===== config.mk =====
export PLATFORM = sky130hd
export DESIGN_NAME = cic_interpolator_flat
export DESIGN_NICKNAME = d
export VERILOG_FILES = /design/src/rtl/cic_interpolator_if.sv /design/src/rtl/cic_interpolator.sv /design/src/flat_wrapper.sv
export SDC_FILE = /design/constraint.sdc
export NUM_CORES = 1
export LEC_CHECK = 0
export BUFFER_PORTS_ARGS = -buffer_cell sky130_fd_sc_hd__buf_2
export CAP_MARGIN = 20
export CORE_MARGIN = 5
export CORE_UTILIZATION = 51
export DETAILED_ROUTE_END_ITERATION = 12
export GPL_TIMING_DRIVEN = 0
export PLACE_DENSITY = 0.73
export SLEW_MARGIN = 10
export SYNTH_ARGS = -nofsm -noshare
export SYNTH_HDL_FRONTEND = slang
export SYNTH_SLANG_ARGS = --single-unit

===== constraint.sdc =====
create_clock -name clk -period 4.65 [get_ports clk]
set_input_delay 1.1625 -clock clk [delete_from_list [all_inputs] [get_ports clk]]
set_output_delay 1.1625 -clock clk [all_outputs]
set_load 0.05 [all_outputs]

===== src/rtl/cic_interpolator_if.sv =====
// Sample stream bundle for cic_interpolator.
//   in / in_valid   : upstream sample offered to the filter
//   in_ready        : filter takes a sample this cycle (one slot per frame)
//   out / out_valid : interpolated sample stream, one per clock
//   underrun        : sticky flag, a slot passed with no sample offered
// master drives the input side; slave is the filter.
interface cic_interpolator_if #(
    parameter int WIDTH = 8
);
    logic [WIDTH-1:0] in;
    logic             in_valid;
    logic             in_ready;
    logic [WIDTH-1:0] out;
    logic             out_valid;
    logic             underrun;

    modport master (
        output in, in_valid,
        input  in_ready, out, out_valid, underrun
    );

    modport slave (
        input  in, in_valid,
        output in_ready, out, out_valid, underrun
    );
endinterface


===== src/rtl/cic_interpolator.sv =====
// CIC interpolation filter: STAGES comb sections at the frame rate, a
// zero-stuffing upsampler, then STAGES integrators at the full clock rate.
// Unsigned WIDTH-bit samples are upsampled by RATE with unity DC gain.
//   clk  : clock
//   rst  : asynchronous reset, active-high
//   bus  : slave side of cic_interpolator_if (in/in_valid/in_ready,
//          out/out_valid, sticky underrun)
module cic_interpolator #(
    parameter int WIDTH  = 8,
    parameter int STAGES = 2,
    parameter int RATE   = 4
) (
    input logic               clk,
    input logic               rst,
    cic_interpolator_if.slave bus
);
    localparam int LOG_RATE   = $clog2(RATE);
    localparam int REGS_WIDTH = WIDTH + STAGES * LOG_RATE;
    localparam int SHIFT      = (STAGES - 1) * LOG_RATE;

    logic [LOG_RATE-1:0]   ph;
    logic                  strobe;
    logic                  accept;
    logic [REGS_WIDTH-1:0] s;
    logic [REGS_WIDTH-1:0] c     [0:STAGES];
    logic [REGS_WIDTH-1:0] d     [1:STAGES];
    logic [REGS_WIDTH-1:0] up;
    logic [REGS_WIDTH-1:0] integ [1:STAGES];
    logic [STAGES:0]       vpipe;
    logic                  underrun_r;

    always_comb begin
        strobe = (ph == '0);
        accept = strobe & bus.in_valid;
        // A slot without a sample feeds zero into the combs.
        s = accept ? {{(REGS_WIDTH - WIDTH){1'b0}}, bus.in} : '0;
    end

    always_comb begin
        c[0] = s;
        for (int unsigned k = 1; k <= STAGES; k++) begin
            c[k] = c[k-1] - d[k];
        end
    end

    always_ff @(posedge clk or posedge rst) begin
        if (rst) begin
            ph         <= '0;
            up         <= '0;
            vpipe      <= '0;
            underrun_r <= 1'b0;
            for (int unsigned k = 1; k <= STAGES; k++) begin
                d[k]     <= '0;
                integ[k] <= '0;
            end
        end else begin
            // RATE is a power of two, so the counter wraps naturally.
            ph <= ph + 1'b1;
            if (strobe) begin
                for (int unsigned k = 1; k <= STAGES; k++) begin
                    d[k] <= c[k-1];
                end
                if (!bus.in_valid) begin
                    underrun_r <= 1'b1;
                end
            end
            up       <= strobe ? c[STAGES] : '0;
            integ[1] <= integ[1] + up;
            for (int unsigned k = 2; k <= STAGES; k++) begin
                integ[k] <= integ[k] + integ[k-1];
            end
            // Bit 0 latches the first accepted sample; bit k follows k edges
            // later, lining out_valid up with the integrator latency.
            vpipe <= {vpipe[STAGES-1:0], vpipe[0] | accept};
        end
    end

    // Wrap-around in the integrators cancels exactly; only the final scaled
    // window is exported.
    assign bus.out       = integ[STAGES][SHIFT +: WIDTH];
    assign bus.in_ready  = strobe;
    assign bus.out_valid = vpipe[STAGES];
    assign bus.underrun  = underrun_r;
endmodule


===== src/flat_wrapper.sv =====
// flat-port wrapper written by rule: the top's interface ports become plain ports
module cic_interpolator_flat 
#(
    parameter int WIDTH  = 8,
    parameter int STAGES = 2,
    parameter int RATE   = 4
)
  (clk, rst, bus_in, bus_in_valid, bus_in_ready, bus_out, bus_out_valid, bus_underrun);
  cic_interpolator_if #(.WIDTH(WIDTH)) bus_i ();
  input logic clk;
  input logic rst;
  input wire logic [$bits(bus_i.in)-1:0] bus_in;
  input wire logic [$bits(bus_i.in_valid)-1:0] bus_in_valid;
  output wire logic [$bits(bus_i.in_ready)-1:0] bus_in_ready;
  output wire logic [$bits(bus_i.out)-1:0] bus_out;
  output wire logic [$bits(bus_i.out_valid)-1:0] bus_out_valid;
  output wire logic [$bits(bus_i.underrun)-1:0] bus_underrun;
  assign bus_i.in = bus_in;
  assign bus_i.in_valid = bus_in_valid;
  assign bus_in_ready = bus_i.in_ready;
  assign bus_out = bus_i.out;
  assign bus_out_valid = bus_i.out_valid;
  assign bus_underrun = bus_i.underrun;
  cic_interpolator #(.WIDTH(WIDTH), .STAGES(STAGES), .RATE(RATE)) u_core (.clk(clk), .rst(rst), .bus(bus_i));
endmodule

==> results.md <==
* Largest net degree at the start of global routing at 40
* Root Buffer: clkbuf_8
* R2R depth at 17
* Worst Path Max Fanout at 9
* All-Layer GR Usage at 14.9%
* Final number of setup-violating endpoints at 0
* Status: complete, no violations
* Max Slew Vio Count at 0
* Post-CTS Setup Bufs at 0
* Synth Instances at 333
* Antenna-violating nets left at 0
* Hold path depth at 0
* Max cap viols at 0
* CTS tree: built
* CTS buffer count at 5
* DR pass1 iterations at 4
* Internal at 1.35 mW
* Die ar. at 0.00817 sq mm
* Yosys warnings at 0
* DR iter-0 viols at 72
* Area growth syn-to-layout at 9.61%
* Post-route clock skew at 0.00992 ns
* Register area share after synthesis at 41.0%
* FILL cells at 555
* Top cell type by total area after synthesis: dfrtp_1
* Clock Latency Late Sink at 0.31 ns
* Worst Path Required at 4.88 ns
* Number of nets in the layout at 415
* Post-layout util at 57.2%
* Final HPWL DP at 4390 um
* Core ar. at 0.00631 sq mm
* Post-synthesis cell area at 0.00330 sq mm
* CP max stage cell: a2111o_1
* Tightest Pin Transition at 0.542 ns
* Sw Pwr at 1.01 mW
* Max clock buf depth at 2
* Worst path cell trace: buf_2, and2_1, nand2_1, ha_1, inv_1, fa_1, nand3_1, nand2_1, a31o_2, xor2_1, ha_1, a2111o_1, o21ai_0, nand3_1, mux2i_1
* Top-count cell post-synth: dfrtp_1
* Synthesis-stage register bit count at 54
* Switching Fraction at 42.8%
* Vias in the first global route at 2,382
* Crit start category: input pin
* Diode count at 0
* Hold_sp: u_core.vpipe[1]$_DFF_PP0_
* Synth Flop Type: dfrtp_1
* Post-synth top cells: dfrtp_1 (54), ha_1 (38), inv_1 (37), o21ai_0 (23), nor2_1 (21)
* Chip Height at 90.4 um
* Fmax at 258 MHz
* Multi-input logic area at 0.00173 sq mm
* Number of synthesized flops with an enable pin at 0
* Power share of the combinational group at 57.3%
* R2R Setup Slk at 0.96 ns
* Final WL at 5630 um
* Period utilization at 83.3%
* Cts-stage hold buffer count at 0
* CTS resizes at 0
* Worst Hold Class: reg2reg
* Fin area at 0.00361 sq mm
* Synth Area per Inst at 9.90 sq um
* Setup TNS at 0 ns
* Placed cells at 432
* Total global routing overflow at 0
* Slew HR at 63.9%
* # IOs at 22
* Maximum VDD drop at 0.467 mV
* Post-Layout Cell Count at 440
* Top-area cell type share of the netlist area at 41.0%
* Final Hold Fails at 0
* Die width at 90.4 um
* Leak pwr at 1.77 nW
* PnR worst setup slack at 0.776 ns
* Tmin final at 3.87 ns
* Clk sinks at 54
* Dpl ws at 0.427 ns
* Wire per inst at 12.8 um
* Synth top area cells: dfrtp_1 (41%), ha_1 (14%), inv_1 (4.2%)
* Critical Path Sink Type: flop
* Flop pwr share at 30.7%
* Crit path largest cell delay at 0.44 ns
* R2R Path End: u_core.up[9]$_DFF_PP0_
* DR vias at 2,322
* Pwr/cell area at 651 mW/mm^2
* Placed Instance Area at 0.00352 sq mm
* Reg-to-Reg Start: u_core.ph[0]$_DFF_PP0_
* First-pass GRT wire length at 10,300 um
* Ys async rst share at 100%
* Hold Crit Endpoint: u_core.vpipe[2]$_DFF_PP0_
* DR DRC count at 0
* # port buffers at 21
* RSZ-0062 raised after global routing: no
* Initial Utilization at 52.2%
* Share of cells above drive strength 1 at 13.8%
* Syn_nets at 386
* Initial antenna violation count at 0
* Critical setup path kind: in2reg
* Synth cell types at 41
* Htree depth at 2
* Reg area at 0.00135 sq mm
* Row count at 29
* Reg clk slew, reported paths at 0.10 ns
* Clock power frac at 11.9%
* Vias/cell at 5.28
* Routability Congestion at 0.842
* WP data arrival at 4.11 ns
-- metal layers --
layer  global-route usage, %  wire length (um)  vias up
met2                    26.3              2800       31
met4                    5.09                51        0
li1                        -                 -     1192
met1                    17.9              2570     1094
met3                    3.25               206        5
met5                       0                 0        -
-- placed cells by master (no fill, tap or decap), types with 4 or more instances in the layout --
cell type	count
buf_4	8
inv_1	36
clkbuf_8	6
nand2_1	19
a21o_1	12
ha_1	38
and3_1	7
dfrtp_1	54
mux2_2	4
xnor2_1	12
xor2_1	10
nor3_1	7
fa_1	4
nor2_1	21
clkbuf_1	4
nor2b_1	5
buf_2	22
o21a_1	8
a21oi_1	13
o21ai_0	23
nand3_1	6
a21boi_0	4
nand2b_1	6
-- layout make-up --
type / count / area share [%]
Tap cell: 77 / 2.67
Buffer: 13 / 2.22
Multi-Input combinational cell: 229 / 47.8
Inverter: 37 / 3.84
Sequential cell: 54 / 37.4
Clock buffer: 6 / 2.29
Clock inverter: 2 / 0.346
Timing Repair Buffer: 22 / 3.46
-- metrics by stage --
stage / hold slack [ns] / power [mW]
global placement: 0.334 / 2.00
CTS: 0.361 / 2.37
floorplan: 0.331 / 1.84
finish: 0.357 / 2.35
detailed placement: 0.336 / 2.09
global route: 0.380 / 2.58
-- sequential cells by signal, indices dropped and copies added, names as in the netlist --
signal	count
u_core.bus.out	8
u_core.ph	2
u_core.vpipe	3
u_core.d	18
u_core.up	10
u_core.integ	12
u_core.bus.underrun	1
-- how the worst max path moves through the flow --
stage                       from                endpoint  slack (ns)
floorplan           bus_in_valid  u_core.up[7]$_DFF_PP0_        0.90
global placement    bus_in_valid  u_core.up[9]$_DFF_PP0_        0.43
detailed placement  bus_in_valid  u_core.up[9]$_DFF_PP0_        0.43
CTS                 bus_in_valid  u_core.up[9]$_DFF_PP0_        0.75
global route        bus_in_valid  u_core.up[9]$_DFF_PP0_        0.57
finish              bus_in_valid  u_core.up[9]$_DFF_PP0_        0.78
-- cells by family after synthesis --
group / after synthesis / share of synthesized area, %
multiplexers: 6 / 1.97
adder cells (fa/ha/maj): 42 / 16.9
buffers and inverters: 50 / 6.64
XOR/XNOR: 22 / 5.85
flip-flops: 54 / 41.0
AO/OA/AOI/OAI: 80 / 16.1
AND/OR/NAND/NOR: 79 / 11.6
-- critical path: cells and delay by family --
| kind | cells | cell delay (ns) |
|---|---|---|
| simple gates | 5 | 0.54 |
| mux | 1 | 0.18 |
| fa+ha+maj | 3 | 0.90 |
| xor+xnor | 1 | 0.23 |
| buf+inv | 2 | 0.19 |
| compound gates | 3 | 0.92 |
-- power groups by stage --
stage / logic (mW) / registers [mW] / clock network (mW)
after floorplan: 1.13 / 0.710 / 0
after CTS: 1.35 / 0.725 / 0.289
final: 1.35 / 0.723 / 0.281
after detailed placement: 1.35 / 0.736 / 0
after global routing: 1.52 / 0.745 / 0.311
after global placement: 1.27 / 0.729 / 0
Note: power is estimated with default switching activity, not from simulation.
